## config.mk

```make
export PLATFORM = sky130hd
export DESIGN_NAME = led_pattern_gen
export DESIGN_NICKNAME = d
export VERILOG_FILES = /design/src/rtl/led_pattern_pkg.sv /design/src/rtl/led_prescaler.sv /design/src/rtl/led_pattern_gen.sv
export SDC_FILE = /design/constraint.sdc
export NUM_CORES = 1
export LEC_CHECK = 0
export ABC_AREA = 1
export BUFFER_PORTS_ARGS = -buffer_cell sky130_fd_sc_hd__buf_2
export CORE_ASPECT_RATIO = 0.6
export CORE_MARGIN = 8
export CORE_UTILIZATION = 30
export CTS_BUF_LIST = sky130_fd_sc_hd__clkbuf_4 sky130_fd_sc_hd__clkbuf_8 sky130_fd_sc_hd__clkbuf_16
export CTS_CLUSTER_SIZE = 28
export DETAILED_ROUTE_END_ITERATION = 8
export HOLD_SLACK_MARGIN = 0.08
export PLACE_DENSITY_LB_ADDON = 0.08
export SYNTH_ARGS = -nofsm -noshare
export SYNTH_HDL_FRONTEND = slang
export SYNTH_HIERARCHICAL = 1
export SYNTH_SLANG_ARGS = --single-unit
```

## constraint.sdc

```tcl
create_clock -name clk50 -period 2.05 [get_ports clk50]
set_input_delay 0.205 -clock clk50 [delete_from_list [all_inputs] [get_ports clk50]]
set_output_delay 0.205 -clock clk50 [all_outputs]
set_load 0.02 [all_outputs]
```

## src/rtl/led_pattern_pkg.sv

```systemverilog
// Shared types for the LED pattern generator: pattern modes and bounce direction.
package led_pattern_pkg;

  typedef enum logic [1:0] {
    MODE_BINARY  = 2'd0,
    MODE_CHASE   = 2'd1,
    MODE_BREATHE = 2'd2,
    MODE_OFF     = 2'd3
  } mode_e;

  localparam logic DIR_UP   = 1'b0;
  localparam logic DIR_DOWN = 1'b1;

endpackage

```

## src/rtl/led_prescaler.sv

```systemverilog
// Programmable step-tick prescaler: period = 2^(PRESCALE_W-speed_eff) clocks,
// with speed clamped so the period never drops below 2 clocks.
module led_prescaler
  import led_pattern_pkg::*;
#(
  parameter int PRESCALE_W = 23
) (
  input  logic       clk50,
  input  logic       rst_n,
  input  logic [3:0] speed,
  output logic       tick
);

  localparam int SMAX = PRESCALE_W - 1;

  logic [3:0]            speed_eff;
  logic [PRESCALE_W-1:0] term;
  logic [PRESCALE_W-1:0] presc_q, presc_d;
  logic                  tick_q, tick_d;

  // Clamp speed and derive terminal count 2^(W-s)-1 as all-ones shifted right.
  always_comb begin
    speed_eff = speed;
    if (int'(speed) > SMAX) speed_eff = 4'(SMAX);
    term = {PRESCALE_W{1'b1}} >> speed_eff;
  end

  // >= rather than == so a mid-count speed increase wraps immediately.
  always_comb begin
    tick_d  = (presc_q >= term);
    presc_d = tick_d ? '0 : presc_q + 1'b1;
  end

  // Counter and registered strobe.
  always_ff @(posedge clk50 or negedge rst_n) begin
    if (!rst_n) begin
      presc_q <= '0;
      tick_q  <= 1'b0;
    end else begin
      presc_q <= presc_d;
      tick_q  <= tick_d;
    end
  end

  assign tick = tick_q;

endmodule

```

## src/rtl/led_pattern_gen.sv

```systemverilog
// Multi-mode LED pattern generator (binary count, bouncing chase, PWM breathe, off).
// Optional BREATHE_GAMMA_EN: squares the breathe duty for a perceptual curve,
// registered, adding one clock of latency.
module led_pattern_gen
  import led_pattern_pkg::*;
#(
  parameter int N_LEDS     = 6,
  parameter int PRESCALE_W = 23,
  parameter int PWM_W      = 8
) (
  input  logic              clk50,
  input  logic              rst_n,
  input  logic [1:0]        mode,
  input  logic [3:0]        speed,
  output logic [N_LEDS-1:0] leds,
  output logic              blink,
  output logic              tick
);

  localparam int                POS_W    = $clog2(N_LEDS);
  localparam logic [POS_W-1:0]  POS_LAST = POS_W'(N_LEDS - 1);
  localparam logic [PWM_W-1:0]  DUTY_MAX = '1;
  localparam logic [N_LEDS-1:0] LED_ONE  = N_LEDS'(1);

  logic              tick_w;
  mode_e             mode_q;
  logic              mode_chg;
  logic [N_LEDS-1:0] step_q, step_d;
  logic [POS_W-1:0]  pos_q, pos_d;
  logic              dir_q, dir_d;
  logic [PWM_W-1:0]  duty_q, duty_d;
  logic [PWM_W-1:0]  pwm_q;
  logic [PWM_W-1:0]  duty_eff;
  logic [N_LEDS-1:0] leds_q, leds_d;
  logic              blink_q, blink_d;

  led_prescaler #(.PRESCALE_W(PRESCALE_W)) u_presc (
    .clk50 (clk50),
    .rst_n (rst_n),
    .speed (speed),
    .tick  (tick_w)
  );

  assign mode_chg = (mode_e'(mode) != mode_q);

  // Step/pattern advance; a mode change clears to origin and swallows a same-cycle tick.
  always_comb begin
    step_d  = step_q;
    pos_d   = pos_q;
    dir_d   = dir_q;
    duty_d  = duty_q;
    blink_d = blink_q;
    if (mode_chg) begin
      step_d = '0;
      pos_d  = '0;
      dir_d  = DIR_UP;
      duty_d = '0;
    end else if (tick_w) begin
      step_d = step_q + 1'b1;
      if (&step_q) blink_d = ~blink_q;
      case (mode_q)
        MODE_CHASE: begin
          if (dir_q == DIR_UP) begin
            if (pos_q == POS_LAST) begin
              dir_d = DIR_DOWN;
              pos_d = POS_LAST - 1'b1;
            end else pos_d = pos_q + 1'b1;
          end else begin
            if (pos_q == '0) begin
              dir_d = DIR_UP;
              pos_d = POS_W'(1);
            end else pos_d = pos_q - 1'b1;
          end
        end
        MODE_BREATHE: begin
          if (dir_q == DIR_UP) begin
            if (duty_q == DUTY_MAX) begin
              dir_d  = DIR_DOWN;
              duty_d = DUTY_MAX - 1'b1;
            end else duty_d = duty_q + 1'b1;
          end else begin
            if (duty_q == '0) begin
              dir_d  = DIR_UP;
              duty_d = PWM_W'(1);
            end else duty_d = duty_q - 1'b1;
          end
        end
        default: ;
      endcase
    end
  end

`ifdef BREATHE_GAMMA_EN
  logic [2*PWM_W-1:0] duty_sq;
  logic [PWM_W-1:0]   duty_eff_q;

  assign duty_sq = {{PWM_W{1'b0}}, duty_q} * {{PWM_W{1'b0}}, duty_q};

  // Registered squaring curve keeps the multiplier off the PWM compare path.
  always_ff @(posedge clk50 or negedge rst_n) begin
    if (!rst_n) duty_eff_q <= '0;
    else        duty_eff_q <= PWM_W'(duty_sq >> PWM_W);
  end

  assign duty_eff = duty_eff_q;
`else
  assign duty_eff = duty_q;
`endif

  // Pattern decode from current mode and state; registered into leds_q.
  always_comb begin
    leds_d = '0;
    case (mode_q)
      MODE_BINARY:  leds_d = step_q;
      MODE_CHASE:   leds_d = LED_ONE << pos_q;
      MODE_BREATHE: leds_d = {N_LEDS{pwm_q < duty_eff}};
      default:      leds_d = '0;
    endcase
  end

  // Pattern state, free-running PWM counter and output registers.
  always_ff @(posedge clk50 or negedge rst_n) begin
    if (!rst_n) begin
      mode_q  <= MODE_BINARY;
      step_q  <= '0;
      pos_q   <= '0;
      dir_q   <= DIR_UP;
      duty_q  <= '0;
      pwm_q   <= '0;
      leds_q  <= '0;
      blink_q <= 1'b0;
    end else begin
      mode_q  <= mode_e'(mode);
      step_q  <= step_d;
      pos_q   <= pos_d;
      dir_q   <= dir_d;
      duty_q  <= duty_d;
      pwm_q   <= pwm_q + 1'b1;
      leds_q  <= leds_d;
      blink_q <= blink_d;
    end
  end

  assign leds  = leds_q;
  assign blink = blink_q;
  assign tick  = tick_w;

endmodule

```

==> impl_results.md <==
- First-pass GRT wire length: 17.1 mm
- CP Max Fanout: 10
- WS Path Type: flop to flop
- DR WL/cell: roughly 14 um
- Starting Density: roughly 30%
- Fmax: roughly 550 MHz
- Core ar.: 12900 um^2
- Drt drc: 0
- Multi-input gate area: between 2000 and 2500 um^2
- Share of layout cells above drive strength 1: ~14%
- Post-layout nets: around 600
- Max Clock Skew: 4.12 ps
- Seq. cell area: roughly 1500 um^2
- Measured slew at the worst slew-check pin: roughly 640 ps
- Slew Limit Fails: 0
- Fin cells: 736
- Global-route usage over all layers: between 10% and 20%
- Synthesis-to-finish area growth: 16.7%
- Vias post-DR: ~3.3k
- Comb power frac: ~5%
- Yosys top cell by area: dfrtp_1
- Top post-synthesis cells by area: dfrtp_1 (37%), nand2_1 (13%), ha_1 (10%)
- Slew HR: 57.2%
- TritonCTS Buffers: 9
- Gpl congestion: about 0.8
- Worst Path Required: around 2300 ps
- Area after DPL: roughly 4300 um^2
- Remaining Overflow, GRT: 0
- Post-layout instance area: approximately 4700 um^2
- Placed insts: between 700 and 800
- Final total power: ~2.8 mW
- Post-route ant nets: 0
- Synth Area in XOR/XNOR: around 5.6%
- Die span in x: 165 um
- Async set-reset flop share out of synthesis: 100%
- Post-Syn Area: about 4000 um^2
- # fillers: 1349
- Internal power: 2.18 mW
- Peak supply drop: roughly 400 uV
- Synth Area in Adders: around a tenth
- Top_reg_cell synth: dfrtp_1
- CTS Root Buffer Type: clkbuf_16
- Psw: around 0.66 mW
- Clock sink count: 59
- Worst skew pair latency: 330 ps
- Top cells by count, synth: nand2_1 (139), nor2_1 (70), dfrtp_1 (59)
- Post-Place Setup Slack: -39.3 ps
- Type of origin of the critical path: flop
- Leakage power total: 2.39 nW
- Worst path slowest cell: dfrtp_1
- Vias per inst: approximately 4.5
- Die Height: roughly 110 um
- Cell area power density: between 600 and 700 nW/um^2
- Compound-Gate Fraction of Synth Area: 6.76%
- CP top delay family: simple AND/OR/NAND/NOR gates
- Most frequent cell after synthesis: nand2_1
- # rows: 32
- Biggest cell delay along the critical path: approximately 420 ps
- Critical-path cell list: ha_1 > nand2_1 > nor2_1 > nand3_1 > nor2_1 > nand2_1 > nand2_1 > inv_1 > nand2_2 > buf_4 > nor2_1
- RSZ-0062 raised after global routing: no
- Largest net degree at the start of global routing: 35
- Bufs on Longest Clock Path: 2
- Seq/Total Area, Yosys: a little under two fifths
- Synth top area share: between 30% and 40%
- DRT Pass-1 Iters: 4
- DRT iter0 DRCs: 170
- MaxCap Viol Count: 0
- Fin crit period: 1810 ps
- Hold Vio Cnt, Final: 0
- Htree depth: 3
- Flops & latches, synth: just under 60
- Number of synthesized flops with an enable pin: 0
- Clk pwr share: about 54%
- Data arrival, critical path: just over 2000 ps
- Number of global-route vias before repair: 3315
- # port buffers: 15
- Post-Syn Area per Cell: ~7.6 um^2
- Seq pwr share: approximately two fifths
- Fin worst setup slack: roughly 240 ps
- HPWL after detailed placement: between 7 and 8 mm
- CP bufs+invs: 2
- Number of setup violations in the final report: 0
- Worst hold path class: primary input to async pin
- Mapped Cells: approximately 530
- CP endpoint kind: flop
- Number of distinct library cells after synthesis: 34
- Setup TNS: 0 ps
- Post-Route WL: ~10 mm
- Largest family of logic cells by synthesized area: simple AND/OR/NAND/NOR gates
- Sw frac: 23.1%
- Outcome: complete, no violations
- Diodes inserted: 0
- Die ar.: about 17000 um^2
- Period utilization: between 80% and 90%
- Reg clk slew, reported paths: approximately 60 ps
- Synth Net Count: 569
- Multiplexer share of the synthesized area: 0%
- I/O pin cnt: 16
- Warnings, synthesis: 6
- Initial antenna violation count: 0
- Simple-gate share of the synthesized area: 33.8%
- CTS tree: yes
==> power groups by stage <==
stage,clock (mW),sequential (mW),combinational (mW)
6_report,1.52,1.17,0.142
5_1_grt,1.63,1.17,0.165
4_1_cts,1.57,1.17,0.146
3_5_place_dp,0,1.19,0.141
3_3_place_gp,0,1.19,0.140
2_1_floorplan,0,1.19,0.0745
==> worst register-to-register path, cell delays in order (launching register included) <==
cell     delay, ps
dfrtp_1        420
ha_1           310
nand2_1         70
nor2_1         130
nand3_1        140
nor2_1         150
nand2_1         60
nand2_1         60
inv_1           40
nand2_2         80
buf_4          170
nor2_1          60
==> worst paths after layout <==
| path | startpoint | endpoint | slack (ps) | cells past startpoint |
|---|---|---|---|---|
| worst max-delay path | u_presc/presc_q[22]$_DFF_PN0_ | u_presc/presc_q[6]$_DFF_PN0_ | 240 | 11 |
| worst min-delay path | rst_n | leds[2]$_DFF_PN0_ | 430 | 2 |
| worst max register to register | u_presc/presc_q[22]$_DFF_PN0_ | u_presc/presc_q[6]$_DFF_PN0_ | 240 | 11 |
| worst min register to register | pwm_q[0]$_DFF_PN0_ | pwm_q[0]$_DFF_PN0_ | 470 | 1 |
| max in group asynchronous | rst_n | pos_q[1]$_DFFE_PN0P_ | 1010 | 3 |
| min in group clk50 | pwm_q[0]$_DFF_PN0_ | pwm_q[0]$_DFF_PN0_ | 470 | 1 |
==> per-layer routing <==
layer  track usage, %  vias up  share of wire [%]
met4             3.33        0               0.87
li1                 -     1757                  -
met5                0        -                  0
met2             15.8       60                 36
met3             2.87        9                4.3
met1             19.6     1520                 59
==> layout by cell type (no fill, tap or decap), types with 14 or more instances in the layout <==
| cell | n |
|---|---|
| nor2_1 | 70 |
| ha_1 | 32 |
| inv_1 | 56 |
| dfrtp_1 | 59 |
| a21oi_1 | 17 |
| nor2_2 | 15 |
| nand2_1 | 139 |
| o21ai_0 | 15 |
| nand3_1 | 47 |
| xor2_1 | 14 |
| buf_2 | 15 |
==> repair_timing <==
action,4_1_cts,5_1_grt
endpoints found under the hold margin,27,0
resized for setup,0,0
buffers inserted,0,0
hold buffers,3,0
==> kinds of logic (layout without fill, tap and decap cells) <==
kind of cell,Yosys count,after routing
fa+ha+maj,32,32
compound gates,46,46
buf+inv,68,105
xor+xnor,24,24
flops,59,59
simple gates,300,300
==> state kept, by name, summed over array words and instances, names as in the netlist <==
name / count
leds: 6
step_q: 6
mode_q: 2
duty_eff: 8
u_presc/tick: 1
blink: 1
u_presc/presc_q: 23
pos_q: 3
pwm_q: 8
dir_q: 1
==> per-stage QoR <==
| step | hold slack [ps] | utilization (%) |
|---|---|---|
| global placement | 266 | 33.5 |
| global route | 498 | 36.1 |
| CTS | 456 | 36.1 |
| floorplan | -90.6 | - |
| detailed placement | 277 | 33.5 |
| finish | 426 | 36.1 |
==> layout make-up <==
class	instances	area share, %
Timing Repair Buffer	26	4.08
Inverter	63	5.07
Tap cell	170	4.56
Sequential cell	59	31.6
Clock inverter	6	1.39
Clock buffer	10	5.12
Multi-Input combinational cell	402	48.1
Power figures use the tool's default switching activity.
